### config.mk
export PLATFORM = sky130hd
export DESIGN_NAME = pc_sequencer
export DESIGN_NICKNAME = d
export VERILOG_FILES = /design/src/rtl/pc_sequencer.sv
export SDC_FILE = /design/constraint.sdc
export NUM_CORES = 1
export LEC_CHECK = 0
export BUFFER_PORTS_ARGS = -buffer_cell sky130_fd_sc_hd__buf_2
export CAP_MARGIN = 20
export CORE_ASPECT_RATIO = 0.75
export CORE_MARGIN = 2
export CORE_UTILIZATION = 24
export CTS_CLUSTER_SIZE = 8
export DETAILED_ROUTE_END_ITERATION = 6
export PLACE_DENSITY = 0.55
export SYNTH_ARGS = -nofsm -noshare
export SYNTH_HDL_FRONTEND = slang
export SYNTH_SLANG_ARGS = --single-unit
### constraint.sdc
create_clock -name i_clk -period 2.1 [get_ports i_clk]
set_input_delay 0.105 -clock i_clk [delete_from_list [all_inputs] [get_ports i_clk]]
set_output_delay 0.105 -clock i_clk [all_outputs]
set_load 0.01 [all_outputs]
### src/rtl/pc_sequencer.sv
// Fetch-stage PC sequencer: picks the next PC from sequential/branch/jump/exception
// sources, paces updates with the imem handshake and hazard stall, and holds late redirects.
module pc_sequencer #(
    parameter logic [31:0] RESET_VECTOR = 32'h0000_0000,
    parameter logic [31:0] EXC_VECTOR   = 32'h0000_0180
) (
    input  logic        i_clk,
    input  logic        i_reset,
    input  logic [31:0] i_pc_cur,
    output logic [31:0] o_pc_next,
    output logic        o_pc_en_n,
    output logic        o_imem_req,
    input  logic        i_imem_ack,
    input  logic        i_stall,
    input  logic        i_branch_taken,
    input  logic [31:0] i_branch_target,
    input  logic        i_jump,
    input  logic [31:0] i_jump_target,
    input  logic        i_exc,
    output logic [31:0] o_epc,
    output logic        o_ifid_write,
    output logic        o_ifid_flush
);

    typedef enum logic [1:0] {
        ST_BOOT  = 2'd0,
        ST_FETCH = 2'd1,
        ST_STALL = 2'd2
    } state_t;

    localparam logic [1:0] PRIO_NONE   = 2'd0;
    localparam logic [1:0] PRIO_JUMP   = 2'd1;
    localparam logic [1:0] PRIO_BRANCH = 2'd2;
    localparam logic [1:0] PRIO_EXC    = 2'd3;

    state_t      r_state;
    state_t      w_state_next;
    logic        r_pend_v;
    logic [31:0] r_pend_addr;
    logic [1:0]  r_pend_prio;
    logic [31:0] r_epc;

    logic        w_pend_v_next;
    logic [31:0] w_pend_addr_next;
    logic [1:0]  w_pend_prio_next;
    logic [31:0] w_epc_next;

    logic [31:0] w_seq_addr;
    logic        w_cur_v;
    logic [31:0] w_cur_addr;
    logic [1:0]  w_cur_prio;
    logic        w_running;
    logic        w_ready;
    logic        w_take_pend;
    logic        w_take_cur;
    logic        w_pend_live;
    logic        w_latch;
    logic        w_overwrite;
    logic        w_pend_exc;
    logic [31:0] w_redirect_addr;

    assign w_seq_addr = i_pc_cur + 32'd4;

    always_comb begin
        w_cur_v    = 1'b1;
        w_cur_addr = EXC_VECTOR;
        w_cur_prio = PRIO_EXC;
        if (i_exc) begin
            w_cur_addr = EXC_VECTOR;
            w_cur_prio = PRIO_EXC;
        end else if (i_branch_taken) begin
            w_cur_addr = i_branch_target;
            w_cur_prio = PRIO_BRANCH;
        end else if (i_jump) begin
            w_cur_addr = i_jump_target;
            w_cur_prio = PRIO_JUMP;
        end else begin
            w_cur_v    = 1'b0;
            w_cur_addr = w_seq_addr;
            w_cur_prio = PRIO_NONE;
        end
    end

    // A held redirect always goes first; a redirect arriving in that same cycle
    // cannot be applied and takes the freed pending slot instead.
    assign w_running       = (r_state != ST_BOOT);
    assign w_ready         = ((r_state == ST_FETCH) && i_imem_ack && !i_stall) ||
                             ((r_state == ST_STALL) && !i_stall);
    assign w_take_pend     = w_ready && r_pend_v;
    assign w_take_cur      = w_ready && !r_pend_v && w_cur_v;
    assign w_pend_live     = r_pend_v && !w_take_pend;
    assign w_latch         = w_running && w_cur_v && !w_take_cur;
    assign w_overwrite     = w_latch && (!w_pend_live || (w_cur_prio >= r_pend_prio));
    assign w_pend_exc      = w_pend_live && (r_pend_prio == PRIO_EXC);
    assign w_redirect_addr = r_pend_v ? r_pend_addr : w_cur_addr;

    always_comb begin
        w_pend_v_next    = w_pend_live || w_latch;
        w_pend_addr_next = r_pend_addr;
        w_pend_prio_next = r_pend_prio;
        w_epc_next       = r_epc;
        if (w_overwrite) begin
            w_pend_addr_next = w_cur_addr;
            w_pend_prio_next = w_cur_prio;
        end
        // The first exception's PC is kept until that exception has been applied.
        if (w_running && i_exc && !w_pend_exc) begin
            w_epc_next = i_pc_cur;
        end
    end

    always_comb begin
        w_state_next = r_state;
        o_pc_next    = w_seq_addr;
        o_pc_en_n    = 1'b1;
        o_imem_req   = 1'b0;
        o_ifid_write = 1'b0;
        o_ifid_flush = 1'b0;
        case (r_state)
            ST_BOOT: begin
                o_pc_next    = RESET_VECTOR;
                o_pc_en_n    = 1'b0;
                o_ifid_flush = 1'b1;
                w_state_next = ST_FETCH;
            end
            ST_FETCH: begin
                o_imem_req = 1'b1;
                if (i_stall) begin
                    w_state_next = ST_STALL;
                end else if (i_imem_ack) begin
                    o_pc_en_n = 1'b0;
                    if (w_take_pend || w_take_cur) begin
                        o_pc_next    = w_redirect_addr;
                        o_ifid_flush = 1'b1;
                    end else begin
                        o_ifid_write = 1'b1;
                    end
                end
            end
            ST_STALL: begin
                if (!i_stall) begin
                    w_state_next = ST_FETCH;
                    if (w_take_pend || w_take_cur) begin
                        o_pc_next    = w_redirect_addr;
                        o_pc_en_n    = 1'b0;
                        o_ifid_flush = 1'b1;
                    end
                end
            end
            default: begin
                w_state_next = ST_BOOT;
            end
        endcase
        if (!i_reset) begin
            w_state_next = ST_BOOT;
            o_pc_next    = RESET_VECTOR;
            o_pc_en_n    = 1'b1;
            o_imem_req   = 1'b0;
            o_ifid_write = 1'b0;
            o_ifid_flush = 1'b1;
        end
    end

    always_ff @(posedge i_clk) begin
        if (!i_reset) begin
            r_state     <= ST_BOOT;
            r_pend_v    <= 1'b0;
            r_pend_addr <= 32'd0;
            r_pend_prio <= PRIO_NONE;
            r_epc       <= 32'd0;
        end else begin
            r_state     <= w_state_next;
            r_pend_v    <= w_pend_v_next;
            r_pend_addr <= w_pend_addr_next;
            r_pend_prio <= w_pend_prio_next;
            r_epc       <= w_epc_next;
        end
    end

    assign o_epc = r_epc;

endmodule

# --- After elaboration in Yosys (flattened, before gate mapping) ---
# Cells that the tools add are included.
word_totals:
  reg_bits: 69
  latchBits: 0
  ramBits: 0
  mem_bits_ro: 0
  in_bits: 103
  out_inout_bits: 68
  elab_cells: 75
  mem_count: 0
classes:
  n_addsub: 1
  mul: 0
  div: 0
  order_cmp: 1
  eq_ne: 5
  shift: 0
  muxes: 37
  n_bitwise: 0
  reduce_logical: 26
ops:
  columns: ["operator", "count"]
  rows:
  - ["two-way mux 32 bit", 9]
  - ["case mux 32 bit (3 select lines)", 1]
  - ["adder 32 x 3 -> 32 bit, second input constant", 1]
  - ["two-way mux 1 bit", 20]
  - ["logical AND 1 bit", 13]
  - ["two-way mux 2 bit", 4]
  - ["logical NOT 1 bit", 6]
  - ["case mux 1 bit (3 select lines)", 2]
  - ["case mux 2 bit (3 select lines)", 1]
  - ["== test 2 bit, second input constant", 2]
  - ["logical OR 1 bit", 4]
  - ["inequality test 2 bit, second input constant", 2]
  - ["== test 2 x 1 -> 1 bit, second input constant", 1]
  - ["greater-or-equal comparator 2 bit", 1]
  - ["logical NOT 2 bit", 1]
  - ["AND reduction 2 bit", 1]
  - ["nonzero test 2 bit", 1]

# --- Longest topological paths before layout ---
logic_depth:
  ltp_word: 12
  depth_mapped: 12
  mapped_depth_nobuf: 8

# --- Least setup slack after synthesis ---
# No wires, ideal clock.
synth_timing:
  kind: "input to register"
  startpoint: "input port i_jump"
  endpoint: "register r_pend_addr[21]"
  setup_ps: 70
  t_arrival_ps: 2039
  required_ps: 2030
  slack_ps: -9
  stages: 11
  path_buffers: 3
  cell_sequence: "buf_2 > nor2b_1 > buf_2 > nor2_1 > ha_1 > nand2b_1 > a21oi_1 > a31o_2 > buf_2 > or4_1 > a21oi_1"
synth_between:
  elab_chain_cells: 7
  elab_cells_between_ends: 16
  classes_between: "order compare (1); mux (9); reduce/logical (6)"
synth_lines:
  columns: ["item", "line_no", "source"]
  rows:
  - ["start, declared", "17", "input logic i_jump,"]
  - ["branches (longest 7 deep; another with greater-or-equal comparator 2 bit)", null, null]
  - ["end signal, assigned", "174", "r_pend_addr <= w_pend_addr_next;"]
  - ["end, declared", "39", "logic [31:0] r_pend_addr;"]
# Parallel ways; which one is timed is not known.
# A chain may end at the register's enable or synchronous reset.

# --- Final worst setup path ---
layout_timing:
  startpoint: "register r_state[1]"
  endpoint: "output port o_pc_next[11]"
layout_between:
  elab_chain_cells: 12
  elab_cells_between_ends: 17
  classes_between: "eq/ne (2); mux (6); reduce/logical (9)"
layout_lines:
  columns: ["item", "line_no", "source"]
  rows:
  - ["start, declared", "36", "state_t r_state;"]
  - ["start signal, assigned", "172", "r_state <= w_state_next;"]
  - ["== test 2 x 1 -> 1 bit", "87, 119", null]
  - ["logical AND 1 bit (2 in a row)", "87", "assign w_ready = ((r_state == ST_FETCH) && i_imem_ack && !i_stall) ||"]
  - ["logical OR 1 bit", "87", null]
  - ["logical AND 1 bit (2 in a row)", "90", "assign w_take_cur = w_ready && !r_pend_v && w_cur_v;"]
  - ["logical OR 1 bit", "132, 143", null]
  - ["two-way mux 32 bit", "132, 143", null]
  - ["two-way mux 32 bit", "130", "end else if (i_imem_ack) begin"]
  - ["two-way mux 32 bit", "128", "if (i_stall) begin"]
  - ["case mux 32 bit (3 select lines) (*)", "119", "case (r_state)"]
  - ["two-way mux 32 bit (*)", "154", "if (!i_reset) begin"]
  - ["end, declared", "10", "output logic [31:0] o_pc_next,"]
# Every way passes the cells marked *; elsewhere a longest branch is shown, timed or not.

==> results_dict.tcl <==
set metrics [dict create \
    outcome "complete, but fails checks" \
    violations "negative setup slack" \
    track_usage_pct 18.8 \
    slowest_delay_ns 0.38 \
    synthCells 644 \
    yosys.area.top_type "dfxtp_1" \
    cts_num_sinks 69 \
    grt_pass1_vias 5363 \
    crit_start "r_state[1]" \
    synth_edf_count 0 \
    syn_avg_cell_area_um2 7.32 \
    yosysWarnings 0 \
    place_congestion 0.877 \
    crit_buf_inv 3 \
    hold_viol_final 0 \
    die_h_um 125 \
    rows 44 \
    finalNetCount 978 \
    nFillCells 1997 \
    grt_max_degree 33 \
    core-area_mm2 0.0193 \
    synthesis.area_mm2 0.00471 \
    synth_fp_nets 755 \
    synth_cell_type_count 68 \
    ys_async_sr_fraction_pct 0 \
    cp_max_fo 5 \
    reg2reg_depth 11 \
    timing.max_cap.violations 0 \
    drtIter0Drc 433 \
    io_buffers 170 \
    area_delta_synth_final_pct 54.6 \
    max-vdd-ir-drop_mv 0.370 \
    vias 5803 \
    worstSkewPairLatency_ns 0.34 \
    multi_input_area_mm2 0.00352 \
    start_kind "register" \
    synth-seq-cells 69 \
    n_antenna_cell 0 \
    detail-route-antenna-nets 0 \
    yosys.area.top_type_share_pct 29.3 \
    htree_levels 3 \
    drt-total-wl_um 20300 \
    fin_ws_ns -0.116 \
    critPathCapture "o_pc_next[11]" \
    overflow 0 \
    drive_gt1_share_pct 42.0 \
    die_width_um 166 \
    power_per_cell_area_mw_per_mm2 803 \
    drc 0 \
    final_max_slew_viol_count 0 \
    cts_tree "yes" \
    worstPathRequired_ns 2.00 \
    pre_cts_slack_ns -0.100 \
    cts_root_buf "clkbuf_16" \
    die_area_mm2 0.0208 \
    synth_seq_area_share_pct 29.3 \
    clk_pin_slew_ns 0.06 \
    p_leak_nw 3.00 \
    cts_made_buffers 9 \
    synthFlopType "dfxtp_1" \
    setup_viol 17 \
    worst_pin_slew_ns 0.648 \
    path_class "register to output port" \
    cp_top_family "compound AO/OA/AOI/OAI gates" \
    rsz0062_at_grt "true" \
    viasPerCell 5.16 \
    reg2reg_to "o_epc[2]" \
    fmax_mhz 451 \
    crit_cells 9 \
    antenna_found_initial 2 \
    crit_chain "inv_4 > ha_4 > a21oi_4 > buf_6 > nor3_4 > nand2_2 > o41ai_2 > a21oi_1 > buf_2" \
    layout_min_cycle_time_ns 2.22 \
    power.total_mw 5.85 \
    pin_count 171 \
    skew_ns 0.00844 \
    hold_class "input pin to register" \
    hold-worst-slack_ns 0.0216 \
    instances_no_fill 1125 \
    cp.arrival_ns 2.11 \
    drt_pass1_iterations 5 \
    synth_area_leaders "dfxtp_1 29%, nand2_1 10%, a21oi_1 7.5%" \
    max-slew-margin-rel_pct 56.5 \
    cp-end-kind "output port" \
    ff_latch_area_mm2 0.00139 \
    period_share_pct 106 \
    place_inst 1086 \
    start_util_pct 24.4 \
    r2r-start "r_state[1]" \
    cts.hold.buffers_added 0 \
    clockBufferDepth 2 \
    slowest_stage "dfxtp_4" \
    wl_per_cell_um 18.1 \
    grt_pass1_wl_um 30500 \
    rrSetupSlack_ns 0.03 \
    hpwlAfterDp_um 15300 \
]
[flip-flops by register name (all words and copies together), names as in the netlist]
register / count
o_epc: 32
r_pend_addr: 32
r_pend_prio: 2
r_state: 2
r_pend_v: 1
[synthesized netlist by cell type, drive strengths merged (9+ instances only)]
cell type and number:
o21ai 21, mux2i 9, buf 26, xnor2 13
o22ai 30, inv 12, a22o 11, nor2 33
dfxtp 69, nand4 13, nor3 15, xor2 11
a21oi 71, nand2 126, and3 10, nand3 28
clkbuf 22, a22oi 15
[per-stage QoR]
stage / setup TNS, ns / utilization (%) / instance area (um^2)
2_1_floorplan: 0 / - / 4710
3_3_place_gp: -0.174 / 32.1 / 6210
3_5_place_dp: -0.660 / 32.1 / 6210
4_1_cts: -0.928 / 35.2 / 6810
5_1_grt: -3.38 / 37.7 / 7280
6_report: -0.854 / 37.7 / 7280
[kinds of logic (layout without fill, tap and decap cells)]
kind of cell	after synthesis	count (layout)	share of synthesized area [%]
buffers and inverters	62	290	5.68
and+or+nand+nor	268	268	28.1
adders and majority gates	8	8	2.12
DFF	69	69	29.3
xor gates and xnor gates	24	24	4.46
AOI/OAI and AO/OA	202	202	27.9
muxes	11	11	2.39
[cells in the final DEF, fill, tap and decap left out, types with 9 or more instances in the layout]
master and instances:
nand2_1 121, a21oi_1 62, xnor2_1 13, o21ai_0 15, buf_4 71, mux2i_1 9
nand4_1 11, nor3_1 11, nand3_1 25, xor2_1 11, nor2_1 22, o22ai_1 20
a22oi_1 12, clkbuf_16 9, buf_2 162, a22o_1 11, buf_6 22, dfxtp_1 66
[how the worst min path moves through the flow]
stage                     slack (ns)  cells past startpoint   endpoint          from
final                           0.02                      3  o_epc[23]  i_pc_cur[23]
after global routing            0.03                      3   o_epc[1]   i_pc_cur[1]
after CTS                       0.02                      3   o_epc[1]   i_pc_cur[1]
after detailed placement        0.38                      3  o_epc[23]  i_pc_cur[23]
after global placement          0.38                      3   o_epc[1]   i_pc_cur[1]
after floorplan                 0.24                      2   o_epc[0]   i_pc_cur[0]
[report_power, final]
group | switching (mW) | internal (mW) | leakage (nW) | total, mW
clock network | 0.606 | 0.947 | 0.140 | 1.55
logic | 1.48 | 1.17 | 2.30 | 2.65
registers | 0.133 | 1.51 | 0.565 | 1.64
total | 2.22 | 3.63 | 3.00 | 5.85
[metal layers]
| metal | up-vias | wire, um | GRT usage, % |
|---|---|---|---|
| met5 | - | 13 | 0 |
| met4 | 2 | 379 | 4.50 |
| met3 | 34 | 1830 | 5.22 |
| met2 | 262 | 8660 | 28.7 |
| li1 | 2798 | - | - |
| met1 | 2707 | 9450 | 26.2 |
[layout make-up]
type | count | area share, %
multi-input combinational | 513 | 48.4
sequential | 69 | 19.1
timing repair buffer | 260 | 23.2
inverter | 14 | 0.790
clock buffer | 10 | 3.28
clock inverter | 6 | 0.859
tap | 253 | 4.35
[worst register-to-register path, cell delays in order (launching register included)]
cell	delay (ns)
dfxtp_4	0.38
inv_4	0.07
ha_4	0.17
a21oi_4	0.07
buf_6	0.12
buf_4	0.12
buf_4	0.12
o2111ai_1	0.26
and3_1	0.27
buf_12	0.20
nand2_1	0.09
a21oi_1	0.12
[repair_timing]
| action | CTS | global route |
|---|---|---|
| gates resized for setup | 57 | 73 |
| setup buffers | 8 | 16 |
| setup endpoints to repair | 49 | 55 |
| pin swaps | 17 | 24 |
Note: power is estimated with default switching activity, not from simulation.
